## src/rtl/wr_full_ctrl.sv

```systemverilog
// Write-domain pointer controller for an async FIFO: binary/Gray write pointers,
// read-pointer synchroniser, registered full flag and sticky overflow; optional ALMOST_FULL_EN.
module wr_full_ctrl #(
  parameter int Addr_width = 5,
  parameter int AF_margin  = 2
) (
  input  logic                  Wr_clk,
  input  logic                  rst,
  input  logic                  Wr_en,
  input  logic [Addr_width:0]   Rd_point_gray,
  output logic [Addr_width-1:0] Wr_addr,
  output logic [Addr_width:0]   Wr_point,
  output logic                  Mem_wr_en,
  output logic                  Full_sig,
  output logic                  Ovf_err
`ifdef ALMOST_FULL_EN
  ,
  output logic                  Almost_full
`endif
);

  if (Addr_width < 2) begin : g_bad_aw
    $error("wr_full_ctrl: Addr_width must be at least 2");
  end
  if (AF_margin < 0) begin : g_bad_margin
    $error("wr_full_ctrl: AF_margin must not be negative");
  end

  function automatic logic [Addr_width:0] bin2gray(input logic [Addr_width:0] b);
    return b ^ (b >> 1);
  endfunction

  logic [Addr_width:0] wbin_q;
  logic [Addr_width:0] wbin_d;
  logic [Addr_width:0] wgray_q;
  logic [Addr_width:0] wgray_d;
  logic [Addr_width:0] rq1_q;
  logic [Addr_width:0] rq2_q;
  logic [Addr_width:0] full_cmp_s;
  logic                full_q;
  logic                full_d;
  logic                ovf_q;
  logic                ovf_d;
  logic                acc_s;

  // Write acceptance, next pointers and next flag values
  always_comb begin
    acc_s      = Wr_en & ~full_q & ~rst;
    wbin_d     = wbin_q + {{Addr_width{1'b0}}, acc_s};
    wgray_d    = bin2gray(wbin_d);
    // Full when the next write pointer has lapped the synchronised read pointer once.
    full_cmp_s = {~rq2_q[Addr_width:Addr_width-1], rq2_q[Addr_width-2:0]};
    full_d     = (wgray_d == full_cmp_s);
    ovf_d      = ovf_q | (Wr_en & full_q);
  end

  // Pointer, synchroniser and flag registers
  always_ff @(posedge Wr_clk) begin
    if (rst) begin
      wbin_q  <= {(Addr_width+1){1'b0}};
      wgray_q <= {(Addr_width+1){1'b0}};
      rq1_q   <= {(Addr_width+1){1'b0}};
      rq2_q   <= {(Addr_width+1){1'b0}};
      full_q  <= 1'b0;
      ovf_q   <= 1'b0;
    end else begin
      wbin_q  <= wbin_d;
      wgray_q <= wgray_d;
      rq1_q   <= Rd_point_gray;
      rq2_q   <= rq1_q;
      full_q  <= full_d;
      ovf_q   <= ovf_d;
    end
  end

  assign Wr_addr   = wbin_q[Addr_width-1:0];
  assign Wr_point  = wgray_q;
  assign Mem_wr_en = acc_s;
  assign Full_sig  = full_q;
  assign Ovf_err   = ovf_q;

`ifdef ALMOST_FULL_EN
  localparam int PW = Addr_width + 1;
  localparam logic [Addr_width:0] AF_THRESH = PW'((2 ** Addr_width) - AF_margin);

  function automatic logic [Addr_width:0] gray2bin(input logic [Addr_width:0] g);
    logic [Addr_width:0] b;
    b[Addr_width] = g[Addr_width];
    for (int i = Addr_width - 1; i >= 0; i--) begin
      b[i] = b[i+1] ^ g[i];
    end
    return b;
  endfunction

  logic [Addr_width:0] rbin_s;
  logic [Addr_width:0] used_s;
  logic                af_d;
  logic                af_q;

  // Occupancy seen against the synchronised read pointer
  always_comb begin
    rbin_s = gray2bin(rq2_q);
    used_s = wbin_d - rbin_s;
    af_d   = (used_s >= AF_THRESH);
  end

  // Almost-full register
  always_ff @(posedge Wr_clk) begin
    if (rst) begin
      af_q <= 1'b0;
    end else begin
      af_q <= af_d;
    end
  end

  assign Almost_full = af_q;
`endif

endmodule

```

## config.mk

```make
export PLATFORM = sky130hd
export DESIGN_NAME = wr_full_ctrl
export DESIGN_NICKNAME = d
export VERILOG_FILES = /design/src/rtl/wr_full_ctrl.sv
export SDC_FILE = /design/constraint.sdc
export NUM_CORES = 1
export LEC_CHECK = 0
export BUFFER_PORTS_ARGS = -buffer_cell sky130_fd_sc_hd__buf_2
export CORE_ASPECT_RATIO = 1.2
export CORE_MARGIN = 5
export CORE_UTILIZATION = 46
export CTS_CLUSTER_SIZE = 20
export DETAILED_ROUTE_END_ITERATION = 10
export GPL_TIMING_DRIVEN = 0
export PLACE_DENSITY = 0.73
export SYNTH_ARGS = -nofsm -noshare
export SYNTH_HDL_FRONTEND = slang
export SYNTH_SLANG_ARGS = --single-unit
```

## constraint.sdc

```tcl
create_clock -name Wr_clk -period 2.4 [get_ports Wr_clk]
set_input_delay 0.48 -clock Wr_clk [delete_from_list [all_inputs] [get_ports Wr_clk]]
set_output_delay 0.48 -clock Wr_clk [all_outputs]
set_load 0.02 [all_outputs]
```

# == Yosys cells after proc, flatten, opt, wreduce, memory -nomap -nowiden ==
# Cells that the tools add are included.
# classes
addsub,1
mul,0
n_div,0
magnitude_cmp,0
n_eq_ne,1
shift,0
mux,0
bitwise_logic,8
n_reduce_logical,0
# op_table
operator,n
$add 6x1->6,1
$eq 6x6->1,1
$xor 6x5->6,1
$and 1x1->1,3
$not 1->1,2
$not 2->2,1
$or 1x1->1,1
# word_totals
ff_bits,26
latchBits,0
mem_bits_rw,0
rom_bits,0
input_bits,9
out_inout_bits,14
elab_cells,16
memories,0

# == Longest topological paths before layout ==
# logic_depth
depth_word,6
ltp_mapped,8
depth_no_buf,7

# == Worst setup path before layout ==
# OpenSTA, ideal clock, no wires.
# synth_timing
path_type,input to register
startpoint,input rst
endpoint,"register full_q, in the netlist Full_sig"
setup_time_ps,86
arrival_time_ps,2835
t_required_ps,2314
slack_ps,-522
cell_stages,8
path_buffers,1
cell_sequence,clkbuf_1 -> nor3b_1 -> ha_1 -> ha_1 -> and3_2 -> xnor3_1 -> or3_1 -> a221oi_2
# synth_between
elab_chain_cells,5
# synth_lines
element,line_no,rtl
from (decl),8,"input logic rst,"
$not 1->1,48,acc_s = Wr_en & ~full_q & ~rst;
$and 1x1->1,48,
via Mem_wr_en,13,"output logic Mem_wr_en,"
$add 6x1->6,49,"wbin_d = wbin_q + {{Addr_width{1'b0}}, acc_s};"
$xor 6x5->6,30,return b ^ (b >> 1);
$eq 6x6->1,53,full_d = (wgray_d == full_cmp_s);
to (signal assigned),71,full_q <= full_d;
to (decl),40,logic full_q;
# The timed path passes the listed nets, and every way through them passes these cells.
# A chain may end at the register's enable or synchronous reset.

# == Worst setup path in the final report ==
# layout_timing
startpoint,input rst
endpoint,"register full_q, in the netlist Full_sig"
# layout_between
elab_chain_cells,5
# layout_lines
element,line_no
$not 1->1,48
$and 1x1->1,48
$add 6x1->6,49
$xor 6x5->6,30
$eq 6x6->1,53
# Several ways; a longest one is shown, not always the timed one.

==> summary by stage <==
Logic synthesis
The commonest cells after synthesis are 25 x dfxtp_1, 16 x nor2b_1, 7 x nor2_1. The number of flops mapped to enable cells by yosys is 0. The area share of the leading cell type in the synthesized netlist is between 50% and 60%. The synthesized netlist occupies a cell area of 976 µm². The parity-gate share of the synthesized area counting xor and xnor cells is between 15 and 20%. Sequential elements use around half of the synthesized area. Yosys attributes the largest share of cell area to dfxtp_1 51%, nor2b_1 10%, xnor2_1 5.4%, xor3_1 4.9%, xnor3_1 4.6%.

The synthesized design contains 25 register bits. The library cell with the highest instance count after synthesis is dfxtp_1. Of the total synthesized cell area, the portion taken by full adders, half adders and majority gates is approximately 2.6%. The commonest register cell after synthesis is dfxtp_1.

Summing the areas of all compound-gate instances in the mapped netlist gives ~5.4% of the synthesized area. The number of distinct library cell variants in the gate-level netlist after synthesis is 24. dfxtp_1 takes more of the synthesized area than any other cell. The post-synthesis area per instance is ~11 µm².

The proportion of register bits with asynchronous set or reset after synthesis is 0%. The portion of synthesized area spent on multiplexers is 0%. In the synthesized netlist, the number of instances is 86.

The synthesized net count is 97. The area fraction in and, or, nand and nor cells after synthesis is 21.3%. By area, the combinational part of the netlist is dominated by simple AND/OR/NAND/NOR gates.

The count of yosys warnings during synthesis is 0.

Layout
The net count of the finished layout is 124. The fraction of layout cells with a size suffix above 1 is between 20 and 30%. The finished layout holds 142 standard cells, fillers aside. The area growth from synthesis to layout is 21.9%. The repair_antennas step left the layout with diodes totalling 0.

Clock tree
The number of clock buffers added by TritonCTS is 3. Clock-pin slew was measured on the worst setup and hold paths at 0.12 ns. CTS built an H-tree with a depth of 1. The total setup buffers inserted after CTS is 0. The later pin in the worst-skew pair is clocked with a latency of 0.30 ns. The cell sitting at the root of the clock tree is a clkbuf_4. The maximum number of buffers from clock root to sink is 2.

The clock tree from TritonCTS is yes. The hold buffer count at CTS is 0. The clock sink total is 25. The post-cts gate resize count is 0.

Outcome
The run finished with clean final reports.

Power
For this design the total switching power over the nets is between 0.15 and 0.2 mW. The internal portion of the total power is 0.529 mW. The share of total power dissipated in sequential elements is 63.9%. The fraction of power consumed by combinational cells is ~10%. The fraction of power spent switching nets is 22.2%.

The clock network is responsible for between 20% and 30% of the overall power. The leakage power is between 0.5 and 0.6 nW. The worst-case IR drop observed on VDD is around 0.43 mV. Total power for the finished layout comes to 0.680 mW. The areal power density over the cells is 572 nW/µm².

Detailed routing
The iteration count of the initial detailed-routing pass is 3. The final layout contains routed wiring with a total length of approximately 1.7 mm. In the routed design, unresolved DRC markers number 0. The average wire length per cell after detail routing is about 12 µm. The number of vias per cell is between 4 and 5. The antenna violation net count after detailed routing is 0. The detailed router's first-iteration violation count is 13.

The total number of vias is 666.

Floorplanning
The number of top-level pins is 23. The floorplan row count is 18. The core region area is between 2000 and 2500 µm².

The initial cell density of the core is roughly 48%. The floorplan die area is between 3000 and 4000 µm². In this run the horizontal extent of the chip is 52.0 µm. The y dimension of the die is 60.5 µm.

STA
For the finished layout, the period the worst path requires is 2.26 ns. In the finished design, the share of the clock period the worst path needs comes to between 90 and 100%. The total count of max-transition violations in the final report is 0. The maximum achievable frequency is ~0.44 GHz. The slew of the pin with the lowest slew margin is 0.488 ns. The number of setup violations in the final report is 0.

Setup repair after global routing left no endpoint under its margin. The final count of hold timing violations is 0. Between clock sinks in the finished design, the worst skew comes to 0.00278 ns. In this run the tightest slew margin relative to its limit is 67.2%.

Placed design
The last weighted congestion value of the routability-driven placer is around 0.86. After legalization and detailed placement, the total HPWL measured ~1.4 mm. Counting tap cells, the placed design contains a total of 138 instances. The total of buffers placed on input and output ports is 22.

Global route
Global routing finished with a remaining overflow of 0. Entering global routing, the biggest net connects 14 pins. The first global-routing pass estimated 2.75 mm of wire. The number of antenna violations at the first check in global routing was 0. In the global route stage, overall resource usage came out at a little under an eighth. The number of global-route vias before repair is roughly 660.

Worst setup path
For flop-to-flop paths, the worst setup slack is between 0.2 and 0.3 ns. The end point of the critical path is Full_sig. In this run the critical register-to-register path is launched from Full_sig. The worst setup path is captured at a flop.

The critical path goes through buf_2, clkbuf_8, nor3b_4, ha_2, ha_4, and3_4, xnor3_1, or3_1, a221oi_2. Measured in cells, the most critical reg-to-reg path has a length of 7. STA classifies the critical path startpoint as a primary input.

The start point of the critical path is rst. Of all nets on the critical path, the largest fanout is 10. The required arrival time at the worst endpoint is ~2.6 ns. The data arrival at the endpoint of the critical path is between 2 and 2.5 ns.

The largest single stage delay on the critical path is between 0.3 and 0.4 ns. The critical path is of the primary input to flop type. The largest individual stage delay along the critical path comes from the cell or3_1.

The reg-to-reg endpoint is Full_sig.

Hold path
The type of the most critical hold path is primary input to flop. The worst hold path startpoint is Rd_point_gray[1].

Flow run
Across the run, the number of max-cap violations was 0.
==> worst max-delay path: cells and delay by family <==
family / cells / cell delay (ns)
compound gates: 1 / 0.26
xor+xnor: 1 / 0.25
fa+ha+maj: 2 / 0.40
buf+inv: 2 / 0.33
simple gates: 3 / 0.77
==> placed cells by master (no fill, tap or decap) <==
| cell type | n |
|---|---|
| dfxtp_1 | 25 |
| buf_2 | 22 |
| nor2b_1 | 16 |
| nor2_1 | 7 |
| xnor2_1 | 6 |
| nand3_1 | 4 |
| or3_1 | 3 |
| clkbuf_4 | 3 |
| clkbuf_1 | 2 |
| xor3_1 | 2 |
| xor2_1 | 2 |
| o21ai_1 | 2 |
| a21oi_1 | 2 |
| xnor3_1 | 2 |
| clkbuf_8 | 1 |
| nor3b_4 | 1 |
| and3_1 | 1 |
| xor2_2 | 1 |
| and3_4 | 1 |
| nand2_1 | 1 |
| inv_1 | 1 |
| o211a_1 | 1 |
| nor4_1 | 1 |
| nand4bb_1 | 1 |
| a21o_1 | 1 |
| a221oi_2 | 1 |
| ha_4 | 1 |
| ha_2 | 1 |
==> routing by layer <==
layer	up-vias	global-route usage, %	wire [µm]
li1	340	-	-
met4	0	5.99	12
met3	2	2.21	65
met1	313	11.8	629
met5	-	0	0
met2	11	23.5	974
==> flip-flops by register name, indices dropped and copies added (netlist names) <==
register	count
Full_sig	1
Ovf_err	1
Wr_point	5
rq1_q	6
rq2_q	6
wbin_q	6
==> final cells by class <==
type | count | area [µm²]
timing repair buffer | 22 | 110
fill | 179 | 860
clock buffer | 4 | 26.3
buffer | 2 | 17.5
sequential | 25 | 500
multi-input combinational | 58 | 494
tap | 30 | 37.5
inverter | 1 | 3.75
==> through the flow <==
step                instance area (µm²)  setup WS (ns)  TNS, ns  util (%)  hold WS (ns)
floorplan                          1020        0.00709        0         -         0.414
global placement                   1160         -0.146   -0.223      56.8         0.418
detailed placement                 1160         -0.205   -0.324      56.8         0.422
CTS                                1190          0.127        0      58.1         0.359
global route                       1190         0.0587        0      58.1         0.362
finish                             1190          0.141        0      58.1         0.374
==> worst min path at each step <==
stage,endpoint,slack [ns],cells after the start
after floorplan,rq2_q[0],0.41,1
after global placement,rq2_q[5],0.42,1
after detailed placement,rq2_q[5],0.42,1
after CTS,rq1_q[1],0.36,2
after global routing,rq1_q[5],0.36,2
final,rq1_q[1],0.37,2
==> logic make-up (layout without fill, tap and decap cells) <==
| group | after synthesis | after routing |
|---|---|---|
| buffers and inverters | 3 | 29 |
| flip-flops | 25 | 25 |
| adder cells (fa/ha/maj) | 2 | 2 |
| XOR/XNOR | 13 | 13 |
| AND/OR/NAND/NOR | 36 | 36 |
| AO/OA/AOI/OAI | 7 | 7 |
==> power groups by stage <==
stage	registers [mW]	clock network, mW	logic [mW]
final	0.435	0.178	0.0682
after CTS	0.435	0.189	0.0696
after detailed placement	0.444	0	0.0696
after global placement	0.443	0	0.0672
after global routing	0.436	0.199	0.0752
after floorplan	0.450	0	0.0426
Note: power is estimated with default switching activity, not from simulation.
